File: src/rtl/freq_gen_div.sv
// Programmable 50%-duty square-wave generator driven by an HPS control word {en, inv, div}.
// Optional macro FREQ_GEN_GLITCHFREE_EN defers updates while running to full-period boundaries.
module freq_gen_div #(
  parameter int unsigned DIV_W = 30
) (
  input  logic             clk_clk,
  input  logic             reset_reset_n,
  input  logic [DIV_W+1:0] ctrl_word,
  output logic             freq_out,
  output logic             rise_pulse,
  output logic [3:0]       status
);

  typedef enum logic {IDLE, RUN} state_e;

  logic             en_q, en_d;
  logic             inv_q, inv_d;
  logic [DIV_W-1:0] div_q, div_d;
  logic [DIV_W-1:0] cnt_q, cnt_d;
  logic             phase_q, phase_d;
  logic             pend_q, pend_d;
  logic             freq_q, freq_d;
  logic             rise_q, rise_d;

  state_e st;
  logic   pending;
  logic   half_bnd;
  logic   full_bnd;
  logic   apply;

  assign st       = (en_q && (div_q != '0)) ? RUN : IDLE;
  assign pending  = (ctrl_word != {en_q, inv_q, div_q});
  assign half_bnd = (st == RUN) && (cnt_q == (div_q - DIV_W'(1)));
  assign full_bnd = half_bnd && phase_q;

`ifdef FREQ_GEN_GLITCHFREE_EN
  assign apply = pending && ((st == IDLE) || full_bnd);
`else
  assign apply = pending;
`endif

  always_comb begin
    en_d    = en_q;
    inv_d   = inv_q;
    div_d   = div_q;
    cnt_d   = '0;
    phase_d = 1'b0;
    if (apply) begin
      en_d  = ctrl_word[DIV_W+1];
      inv_d = ctrl_word[DIV_W];
      div_d = ctrl_word[DIV_W-1:0];
    end else if (st == RUN) begin
      if (half_bnd) begin
        phase_d = ~phase_q;
      end else begin
        cnt_d   = cnt_q + DIV_W'(1);
        phase_d = phase_q;
      end
    end
    // Pending is re-evaluated against the post-edge active word so it drops on the apply edge.
    pend_d = (ctrl_word != {en_d, inv_d, div_d});
    freq_d = phase_d ^ inv_d;
    rise_d = phase_d & ~phase_q;
  end

  always_ff @(posedge clk_clk or negedge reset_reset_n) begin
    if (!reset_reset_n) begin
      en_q    <= 1'b0;
      inv_q   <= 1'b0;
      div_q   <= '0;
      cnt_q   <= '0;
      phase_q <= 1'b0;
      pend_q  <= 1'b0;
      freq_q  <= 1'b0;
      rise_q  <= 1'b0;
    end else begin
      en_q    <= en_d;
      inv_q   <= inv_d;
      div_q   <= div_d;
      cnt_q   <= cnt_d;
      phase_q <= phase_d;
      pend_q  <= pend_d;
      freq_q  <= freq_d;
      rise_q  <= rise_d;
    end
  end

  assign freq_out   = freq_q;
  assign rise_pulse = rise_q;
  assign status     = {phase_q, en_q & (div_q == '0), pend_q, st == RUN};

endmodule

File: config.mk
export PLATFORM = sky130hd
export DESIGN_NAME = freq_gen_div
export DESIGN_NICKNAME = d
export VERILOG_FILES = /design/src/rtl/freq_gen_div.sv
export SDC_FILE = /design/constraint.sdc
export NUM_CORES = 1
export LEC_CHECK = 0
export CAP_MARGIN = 20
export CORE_MARGIN = 2
export CORE_UTILIZATION = 40
export CTS_CLUSTER_DIAMETER = 80
export DETAILED_ROUTE_END_ITERATION = 16
export GPL_TIMING_DRIVEN = 1
export PLACE_DENSITY = 0.68
export SKIP_CTS_REPAIR_TIMING = 1
export SLEW_MARGIN = 20
export SYNTH_ARGS = -nofsm -noshare
export SYNTH_HDL_FRONTEND = slang
export SYNTH_SLANG_ARGS = --single-unit
File: constraint.sdc
create_clock -name clk_clk -period 8.4 [get_ports clk_clk]
set_input_delay 0.84 -clock clk_clk [delete_from_list [all_inputs] [get_ports clk_clk]]
set_output_delay 0.84 -clock clk_clk [all_outputs]
set_load 0.02 [all_outputs]
# After elaboration in Yosys (flattened, before gate mapping)
# Index checks and enable logic that the tools add are counted.
[op_classes] n_eq_ne=3 add_sub_neg=2 bitwise_logic=4 reduce_logical=4 muxes=10
[op_table] cell="$mux W30" count=4
[op_table] cell="$ne A32 B32 Y1" count=2
[op_table] cell="$add A30 B1 Y30 const B" count=1
[op_table] cell="$eq A30 B30 Y1" count=1
[op_table] cell="$logic_not A30 Y1" count=1
[op_table] cell="$reduce_bool A30 Y1" count=1
[op_table] cell="$sub A30 B1 Y30 const B" count=1
[op_table] cell="$mux W1" count=6
[op_table] cell="$and A1 B1 Y1" count=2
[op_table] cell="$logic_and A1 B1 Y1" count=2
[op_table] cell="$not A1 Y1" count=1
[op_table] cell="$xor A1 B1 Y1" count=1
[totals] inputBits=34 wordCells=31 out_inout_bits=6 reg_bits=66

# Depth between registers and ports, before layout
# Gate-level depths: netlist (run 1).
[logic_depth] word_depth=8 ltp_mapped=12 depth_no_buf=10

# Worst setup path after synthesis (run 1)
# OpenSTA, ideal clock, no wires.
[synth_timing] path_kind="register -> register" startpoint="register div_q[8]" endpoint="register cnt_q[21]" arrival_time_ps=3232 setup_slack_ps=5047 period_less_slack_ps=3353 stages_incl_launch_ff=13 path_buffers=4 setup_time_ps=121 required_ps=8279 path_cell_list="dfrtp_1 -> buf_6 -> or4_4 -> buf_6 -> or4_1 -> buf_2 -> or4_4 -> a211oi_2 -> and4_1 -> nand4b_1 -> o21bai_1 -> buf_2 -> nor2_1"
[synth_via] elab_chain_cells=7 elab_cells_between_ends=10 classes_between="add/sub: 1; eq/ne: 2; mux: 4; reduce/logical: 3"
[synth_lines] element="start, declared" line="18" rtl="logic [DIV_W-1:0] div_q, div_d;"
[synth_lines] element="start signal, assigned" line="79" rtl="div_q <= div_d;"
[synth_lines] element="branches (longest 6 deep; another with $sub A30 B1 Y30)"
[synth_lines] element="$mux W30 *" line="48" rtl="if (apply) begin"
[synth_lines] element="via cnt_d[21]" line="19" rtl="logic [DIV_W-1:0] cnt_q, cnt_d;"
[synth_lines] element="end signal, assigned" line="80" rtl="cnt_q <= cnt_d;"
[synth_lines] element="end, declared" line="19"
# Mark *: on every way through the listed nets, which the timed path passes.

# Worst setup path after layout (run 1)
[layout_timing] startpoint="register div_q[0]" endpoint="register cnt_q[19]"
# Same word-level chain as after synthesis.

==> results.json, run 1 <==
{
  "port_buffers": 39,
  "hold_viol_final": 0,
  "cts_sinks": 66,
  "synth_cells": 477,
  "area_delta_synth_final_pct": 11.7,
  "synth_top_area_share_pct": 38.9,
  "synth_most_common_cell": "xnor2_1",
  "ant_nets": 0,
  "cts-root-buf": "clkbuf_8",
  "synth_simple_gate_area_share_pct": 24.2,
  "synth_mux_area_share_pct": 0.236,
  "synth-edff-count": 0,
  "max_freq_mhz": 262,
  "synth_fp_nets": 514,
  "routedWlPerCell_um": 18.0,
  "dr.pass1.iters": 5,
  "crit_type": "reg -> reg",
  "diodes": 0,
  "io_pins": 40,
  "synth_compound_area_share_pct": 7.82,
  "status": "complete, no violations",
  "cp_cell_sequence": "inv_1 -> ha_1 -> nor3b_1 -> nand3_1 -> or3_1 -> o31ai_1 -> o211ai_1 -> nand4b_1 -> o21bai_2 -> buf_4 -> nor2_1",
  "critPathLaunchType": "flop",
  "p_leak_uw": 0.00167,
  "synthFlopType": "dfrtp_1",
  "ys_seq_area_share_pct": 38.9,
  "synth-async-reset-ratio_pct": 100,
  "path_clk_slew_ns": 0.08,
  "via_per_inst": 5.63,
  "yosysUniqueCellTypes": 56,
  "hpwl_mm": 8.24,
  "cts_tree": "yes",
  "fp.dieH_um": 107,
  "cellPowerDensity_nw_per_um2": 145,
  "synth_top_family_by_area": "simple AND/OR/NAND/NOR gates",
  "core_area_sq_um": 10300,
  "skew_ns": 0.0136,
  "post-place-ws_ns": 4.65,
  "grt_usage_pct": 20.2,
  "initial_core_util_pct": 41.1,
  "relSlewSlack_pct": 44.7,
  "avgSynthCellArea_sq_um": 8.89,
  "ys_warn_count": 0,
  "crit_buf_inv": 2,
  "drt_wl_total_mm": 10.9,
  "worstSkewPairLatency_ns": 0.35,
  "synth-xor-area-share_pct": 20.6,
  "die_width_um": 107,
  "fin_setup_tns_ns": 0,
  "cp_top_family": "simple AND/OR/NAND/NOR gates",
  "netlist_top_cells_area": "dfrtp_1 39%, xnor2_1 14%, xor2_1 6.6%, clkbuf_1 4.8%, nor2_1 3.7%",
  "cts_made_buffers": 9,
  "fin_util_pct": 45.9,
  "fp-row-count": 37,
  "dr_total_vias": 3414,
  "cp_max_fo": 30,
  "cts_buffer_depth": 2,
  "grt_max_degree": 67,
  "crit_path_max_incr_delay_ns": 0.55,
  "drt-initial-drc-count": 186,
  "finalSetupViolations": 0,
  "cts_max_level": 3,
  "finalMaxSlewViolations": 0,
  "place_congestion": 0.973,
  "grt_pass1_wl_mm": 17.7,
  "synth_fa_ha_area_share_pct": 0.885,
  "holdWs_ns": 0.591,
  "fin_ws_ns": 4.59,
  "maxCapViolCount": 0,
  "min_period_over_period_pct": 45.4,
  "syn_area_sq_um": 4240,
  "antenna_found_initial": 0,
  "timing.final.crit_period_ns": 3.81,
  "crit_required_ns": 8.62,
  "grt_pass1_vias": 3289,
  "tightest_slew_ns": 0.830,
  "hp-class": "reg -> reg",
  "critical_path_arrival_ns": 4.03,
  "ys_ff_latch": 66,
  "die_area_sq_um": 11400,
  "post-synth-top-area-cell": "dfrtp_1",
  "nNetsFinal": 502,
  "drive_gt1_share_pct": 5.53,
  "critical_path.endpoint_type": "flop",
  "crit_path_top_delay_cell": "nor3b_1",
  "route.detailed.drc": 0,
  "peakVddDrop_mv": 0.0745,
  "rsz0062_at_grt": "false",
  "yosys-top-cells-count": "68 x xnor2_1, 66 x dfrtp_1, 54 x clkbuf_1, 42 x nor2_1, 32 x xor2_1",
  "grt_overflow": 0
}
-- cell type report --
| type | instances | area (sq um) |
|---|---|---|
| Clock inverter | 6 | 67.6 |
| Inverter | 8 | 30.0 |
| Timing Repair Buffer | 41 | 400 |
| Tap cell | 136 | 170 |
| Multi-Input combinational cell | 339 | 2290 |
| Clock buffer | 10 | 128 |
| Fill cell | 988 | 5590 |
| Sequential cell | 66 | 1650 |
-- path summary, 6_finish.rpt --
path / to / from / cells after the start / slack (ns)
setup / recovery: cnt_q[19] / div_q[0] / 11 / 4.59
hold / removal: cnt_q[0] / cnt_q[0] / 1 / 0.59
setup reg to reg: cnt_q[19] / div_q[0] / 11 / 4.59
hold reg to reg: cnt_q[0] / cnt_q[0] / 1 / 0.59
max in group asynchronous: cnt_q[22] / reset_reset_n / 2 / 7.19
min in group asynchronous: div_q[3] / reset_reset_n / 2 / 0.68
-- cells in the final DEF, fill, tap and decap left out, drive strengths merged, types with 3 or more instances in the layout --
master	synthesis	routed
and3	11	11
nand3b	3	3
nand2	22	22
dfrtp	66	66
nor3b	3	3
nand2b	3	3
or3	8	8
buf	10	3
ha	3	3
xor2	32	32
o41ai	3	3
a21oi	6	6
or4	8	8
nor3	21	21
inv	8	8
nand4	18	18
nor2	42	42
o211ai	3	3
clkinv	0	3
nand3	18	18
o21ai	4	4
clkdlybuf4s50	0	38
clkbuf	54	10
nor4	22	22
xnor2	68	68
a221oi	3	3
-- routing by layer --
layer,GRT usage (%),wire length (um),vias to the layer above
li1,-,-,1624
met5,0,0,-
met3,3.04,606,14
met4,6.77,203,0
met2,31.3,4930,120
met1,29.0,5140,1656
-- sequential cells by signal (all words and copies together), names as in the netlist --
name,flops
cnt_q,30
div_q,30
en_q,1
freq_out,1
inv_q,1
pend_q,1
phase_q,1
rise_pulse,1
-- per-stage QoR --
step | instance area (sq um) | total power [uW] | cells
detailed placement | 4540 | 426 | 590
finish | 4740 | 689 | 606
global placement | 4540 | 426 | 590
floorplan | 4240 | 392 | 477
global route | 4740 | 720 | 606
CTS | 4740 | 696 | 606
-- where the power goes --
| group | total [uW] | switching (uW) | internal (uW) | leakage [uW] |
|---|---|---|---|---|
| combinational | 77.5 | 38.2 | 39.3 | 0.000738 |
| sequential | 343 | 17.6 | 326 | 0.000844 |
| clock | 268 | 131 | 138 | 0.0000925 |
-- logic make-up (layout without fill, tap and decap cells) --
family	after synthesis	count (layout)
and+or+nand+nor	190	190
adders and majority gates	3	3
muxes	1	1
buffers and inverters	72	65
other	1	1
xor gates and xnor gates	100	100
DFF	66	66
AOI/OAI and AO/OA	44	44
Power figures use the tool's default switching activity.
==> inputs of run 2 (changes only) <==
==> constraint.sdc (replaced) <==
create_clock -name clk_clk -period 3.85 [get_ports clk_clk]
set_input_delay 0.385 -clock clk_clk [delete_from_list [all_inputs] [get_ports clk_clk]]
set_output_delay 0.385 -clock clk_clk [all_outputs]
set_load 0.02 [all_outputs]
==> run 2 against run 1 <==
Effect of this change:
- largest power group unchanged
- non-clock buffer count grew 11
- first-iteration DRC count up 12%
- core utilization increased by 1.2 points
- clock-buffer cell count grew 1
- combinational power rose by 130%
- die area unchanged
- hold slack got worse by 0.47 ns
- clock skew down 0.0061 ns
- register-to-register slack got worse by 4.3 ns
==> results.json, run 2 (same netlist as run 1, synthesis figures left out) <==
{
  "status": "complete, no violations",
  "p_leak_uw": 0.00175,
  "route.detailed.drc": 0,
  "relSlewSlack_pct": 44.7,
  "timing.final.crit_period_ns": 3.54,
  "crit_path_top_delay_cell": "or4_1",
  "cts_buffer_depth": 2,
  "critical_path_arrival_ns": 3.79,
  "area_delta_synth_final_pct": 14.5,
  "cp_max_fo": 30,
  "min_period_over_period_pct": 92.1,
  "grt_overflow": 0,
  "die_area_sq_um": 11400,
  "finalMaxSlewViolations": 0,
  "antenna_found_initial": 0,
  "critical_path.endpoint_type": "flop",
  "drt-initial-drc-count": 209,
  "hold_viol_final": 0,
  "cellPowerDensity_nw_per_um2": 324,
  "routedWlPerCell_um": 18.3,
  "grt_pass1_vias": 3495,
  "peakVddDrop_mv": 0.124,
  "skew_ns": 0.00744,
  "ant_nets": 0,
  "port_buffers": 39,
  "dr.pass1.iters": 5,
  "drt_wl_total_mm": 11.3,
  "cts_tree": "yes",
  "cts-root-buf": "clkbuf_8",
  "crit_type": "reg -> reg",
  "worstSkewPairLatency_ns": 0.35,
  "post-place-ws_ns": 0.326,
  "grt_usage_pct": 21.3,
  "drive_gt1_share_pct": 7.69,
  "tightest_slew_ns": 0.830,
  "fin_util_pct": 47.0,
  "crit_required_ns": 4.09,
  "cts_made_buffers": 9,
  "mostFrequentLayoutCell": "xnor2_1",
  "crit_path_max_incr_delay_ns": 0.67,
  "die_width_um": 107,
  "rsz0062_at_grt": "false",
  "fin_ws_ns": 0.305,
  "initial_core_util_pct": 41.1,
  "layout_common_cells": "68 x xnor2_1, 66 x dfrtp_1, 42 x nor2_1",
  "maxCapViolCount": 0,
  "grt_pass1_wl_mm": 18.3,
  "fp.dieH_um": 107,
  "r2r-start": "div_q[8]",
  "io_pins": 40,
  "max_freq_mhz": 282,
  "cp_cell_sequence": "or4_4 -> or4_1 -> or4_4 -> a211oi_2 -> and4_1 -> nand4b_1 -> o21bai_2 -> buf_12 -> nor2_1",
  "top_regs": "cnt_q x30, div_q x30",
  "via_per_inst": 5.70,
  "fp-row-count": 37,
  "nNetsFinal": 513,
  "critPathLaunchType": "flop",
  "nFillCells": 974,
  "finalSetupViolations": 0,
  "cts_max_level": 3,
  "hp-class": "in -> async",
  "place_congestion": 0.966,
  "path_clk_slew_ns": 0.07,
  "core_area_sq_um": 10300,
  "cp-startpoint": "div_q[8]",
  "grt_max_degree": 37,
  "hpwl_mm": 8.75,
  "dr_total_vias": 3515,
  "fin_setup_tns_ns": 0,
  "cpMostUsedCell": "or4_4",
  "cts_sinks": 66,
  "diodes": 0
}
run 2: metal layers:
| metal | part of all wire (%) | up-vias | wire, um | track usage (%) |
|---|---|---|---|---|
| met4 | 2.0 | 0 | 221 | 7.51 |
| met2 | 46 | 117 | 5160 | 33.0 |
| met5 | 0 | - | 0 | 0 |
| li1 | - | 1651 | - | - |
| met3 | 6.2 | 14 | 700 | 4.80 |
| met1 | 46 | 1733 | 5230 | 29.3 |
run 2: layout make-up:
type | instances | area, sq um | share of cell area (%)
Tap cell | 136 | 170 | 3.50
Clock buffer | 11 | 141 | 2.91
Sequential cell | 66 | 1650 | 34.0
Clock inverter | 5 | 77.6 | 1.60
Multi-Input combinational cell | 339 | 2290 | 47.2
Inverter | 8 | 30.0 | 0.618
Timing Repair Buffer | 52 | 495 | 10.2
run 2: worst paths after layout:
path                            slack [ns]          to  cells past startpoint
min in group clk_clk                  0.52        en_q                      1
worst min register to register        0.56  rise_pulse                      1
worst max-delay path                  0.31    cnt_q[7]                      9
max in group asynchronous             2.83   cnt_q[24]                      2
worst max register to register        0.31    cnt_q[7]                      9
worst min-delay path                  0.12    div_q[5]                      1
run 2: power by group:
part / leakage [uW] / internal [uW] / total, uW / switching [uW]
Clock: 0.000109 / 380 / 650 / 270
Sequential: 0.000844 / 711 / 744 / 32.5
Combinational: 0.000799 / 90.2 / 181 / 91.0
run 2: per-stage QoR:
stage / instance area [sq um] / power, uW / hold slack [ns] / instances
6_report: 4860 / 1580 / 0.116 / 617
5_1_grt: 4860 / 1660 / 0.184 / 617
4_1_cts: 4860 / 1600 / 0.128 / 617
3_5_place_dp: 4640 / 937 / 0.522 / 601
3_3_place_gp: 4640 / 935 / 0.508 / 601
2_1_floorplan: 4240 / 855 / 0.0894 / 477
run 2: critical path, delay by kind of cell, from the launching register on:
| family | cells | cell delay [ns] |
|---|---|---|
| AND/OR/NAND/NOR | 6 | 2.29 |
| flip-flops | 1 | 0.47 |
| AO/OA/AOI/OAI | 2 | 0.44 |
| buffers and inverters | 1 | 0.20 |
==> inputs of run 3 (changes only) <==
--- a/config.mk
+++ b/config.mk
@@ -12,6 +12,7 @@
 export DETAILED_ROUTE_END_ITERATION = 16
 export GPL_TIMING_DRIVEN = 1
 export PLACE_DENSITY = 0.68
+export SETUP_SLACK_MARGIN = 0.5
 export SKIP_CTS_REPAIR_TIMING = 1
 export SLEW_MARGIN = 20
 export SYNTH_ARGS = -nofsm -noshare
==> run 3 against run 2 <==
Effect of this change:
- sequential cell count unchanged
- via count increased by 1.9%
- clock skew rose by 0.0049 ns
- maximum frequency is 9.6% higher
- power is 0.92% higher
- die area is the same
- global-route usage did not move
- largest cell class unchanged
- core utilization increased by 3.0 points
- register-to-register slack better by 0.31 ns
==> results.json, run 3 (same netlist as run 1, synthesis figures left out) <==
{
  "drt_wl_total_mm": 11.9,
  "area_delta_synth_final_pct": 21.7,
  "p_leak_uw": 0.00186,
  "top_regs": "cnt_q x30, div_q x30",
  "dr.pass1.iters": 4,
  "hold_viol_final": 0,
  "fp.dieH_um": 107,
  "nFillCells": 957,
  "rsz0062_at_grt": "false",
  "maxCapViolCount": 0,
  "relSlewSlack_pct": 46.1,
  "antenna_found_initial": 0,
  "grt_max_degree": 37,
  "skew_ns": 0.0124,
  "cts_sinks": 66,
  "status": "complete, no violations",
  "drt-initial-drc-count": 243,
  "grt_usage_pct": 21.3,
  "critical_path.endpoint_type": "output pin",
  "cellPowerDensity_nw_per_um2": 308,
  "r2r-start": "div_q[11]",
  "diodes": 0,
  "hpwl_mm": 8.75,
  "reg2regPathDepth": 10,
  "crit_type": "reg -> out",
  "finalMaxSlewViolations": 0,
  "io_pins": 40,
  "timing.final.crit_period_ns": 3.24,
  "r2r_slack_ns": 0.62,
  "cp_max_fo": 8,
  "multi_input_area_sq_um": 2450,
  "layout_common_cells": "68 x xnor2_1, 60 x dfrtp_1, 38 x clkdlybuf4s50_1",
  "cts_made_buffers": 9,
  "crit_required_ns": 3.46,
  "mostFrequentLayoutCell": "xnor2_1",
  "tightest_slew_ns": 0.808,
  "via_per_inst": 5.70,
  "port_buffers": 39,
  "routedWlPerCell_um": 19.0,
  "place_congestion": 0.966,
  "hp-class": "in -> async",
  "layout.cells.non_filler": 628,
  "dr_total_vias": 3581,
  "route.detailed.drc": 0,
  "design_area_sq_um": 5160,
  "fin_setup_tns_ns": 0,
  "fp-row-count": 37,
  "holdWs_ns": 0.102,
  "ff_latch_area_sq_um": 1660,
  "cts-root-buf": "clkbuf_8",
  "crit_path_max_incr_delay_ns": 0.69,
  "max_freq_mhz": 309,
  "grt_overflow": 0,
  "dp.cells": 601,
  "cp_top_family": "simple AND/OR/NAND/NOR gates",
  "initial_core_util_pct": 41.1,
  "finalSetupViolations": 0,
  "cts_tree": "yes",
  "critical_path_arrival_ns": 2.85,
  "min_period_over_period_pct": 84.0,
  "drive_gt1_share_pct": 17.1,
  "dpl-instance-area_sq_um": 4640,
  "die_width_um": 107,
  "worstSkewPairLatency_ns": 0.36,
  "fin_util_pct": 50.0,
  "crit_path_top_delay_cell": "clkdlybuf4s50_1",
  "peakVddDrop_mv": 0.124,
  "cts_buffer_depth": 2,
  "nNetsFinal": 524,
  "crit_buf_inv": 1,
  "r2r-end": "cnt_q[22]",
  "grt_pass1_vias": 3495,
  "die_area_sq_um": 11400,
  "path_clk_slew_ns": 0.07,
  "core_area_sq_um": 10300,
  "grt_pass1_wl_mm": 18.3,
  "ant_nets": 0,
  "cts_max_level": 3,
  "cp_cell_sequence": "or3_4 -> or3_1 -> nor4_1 -> clkdlybuf4s50_1",
  "critPathLaunchType": "flop"
}
[run 3: cell count changes in the layout (fill, tap and decap cells not counted), moves of 3 or more]
cell / delta
nor2_1: -13
nor2_2: +12
nor4_1: -7
buf_4: +6
dfrtp_1: -6
dfrtp_2: +6
nor4_2: +6
nor3_1: -3
nor3_2: +3
[run 3: worst max path at each step]
stage,from,to,slack [ns],cells past startpoint
floorplan,div_q[8],cnt_q[21],0.50,12
detailed placement,div_q[8],cnt_q[1],0.33,9
global placement,div_q[8],cnt_q[3],0.39,9
CTS,div_q[8],cnt_q[24],0.32,9
global route,div_q[18],freq_out,0.45,8
finish,div_q[13],status[2],0.61,4
[run 3: area by class of cell]
cell class              count  area share, %
clock inverters             5           1.50
inverters                   8          0.582
well taps                 136           3.30
clock buffers              11           2.74
repair buffers             63           12.3
multi-input cells         339           47.4
flip-flops and latches     66           32.1
[run 3: per-layer routing]
metal  up-vias  routed length (um)  global-route usage (%)
li1       1664                   -                       -
met1      1776                5420                    29.3
met2       128                5400                    33.0
met3        13                 853                    4.80
met4         0                 280                    7.51
met5         -                   0                       0
[run 3: where the power goes]
part | switching, uW | internal, uW
logic | 95.9 | 96.3
registers | 34.2 | 712
clock network | 272 | 380
total | 402 | 1190
[run 3: metrics by stage]
stage,power (uW),setup WS (ns)
6_report,1590,0.614
3_3_place_gp,935,0.393
5_1_grt,1670,0.446
3_5_place_dp,937,0.326
2_1_floorplan,855,0.497
4_1_cts,1600,0.317
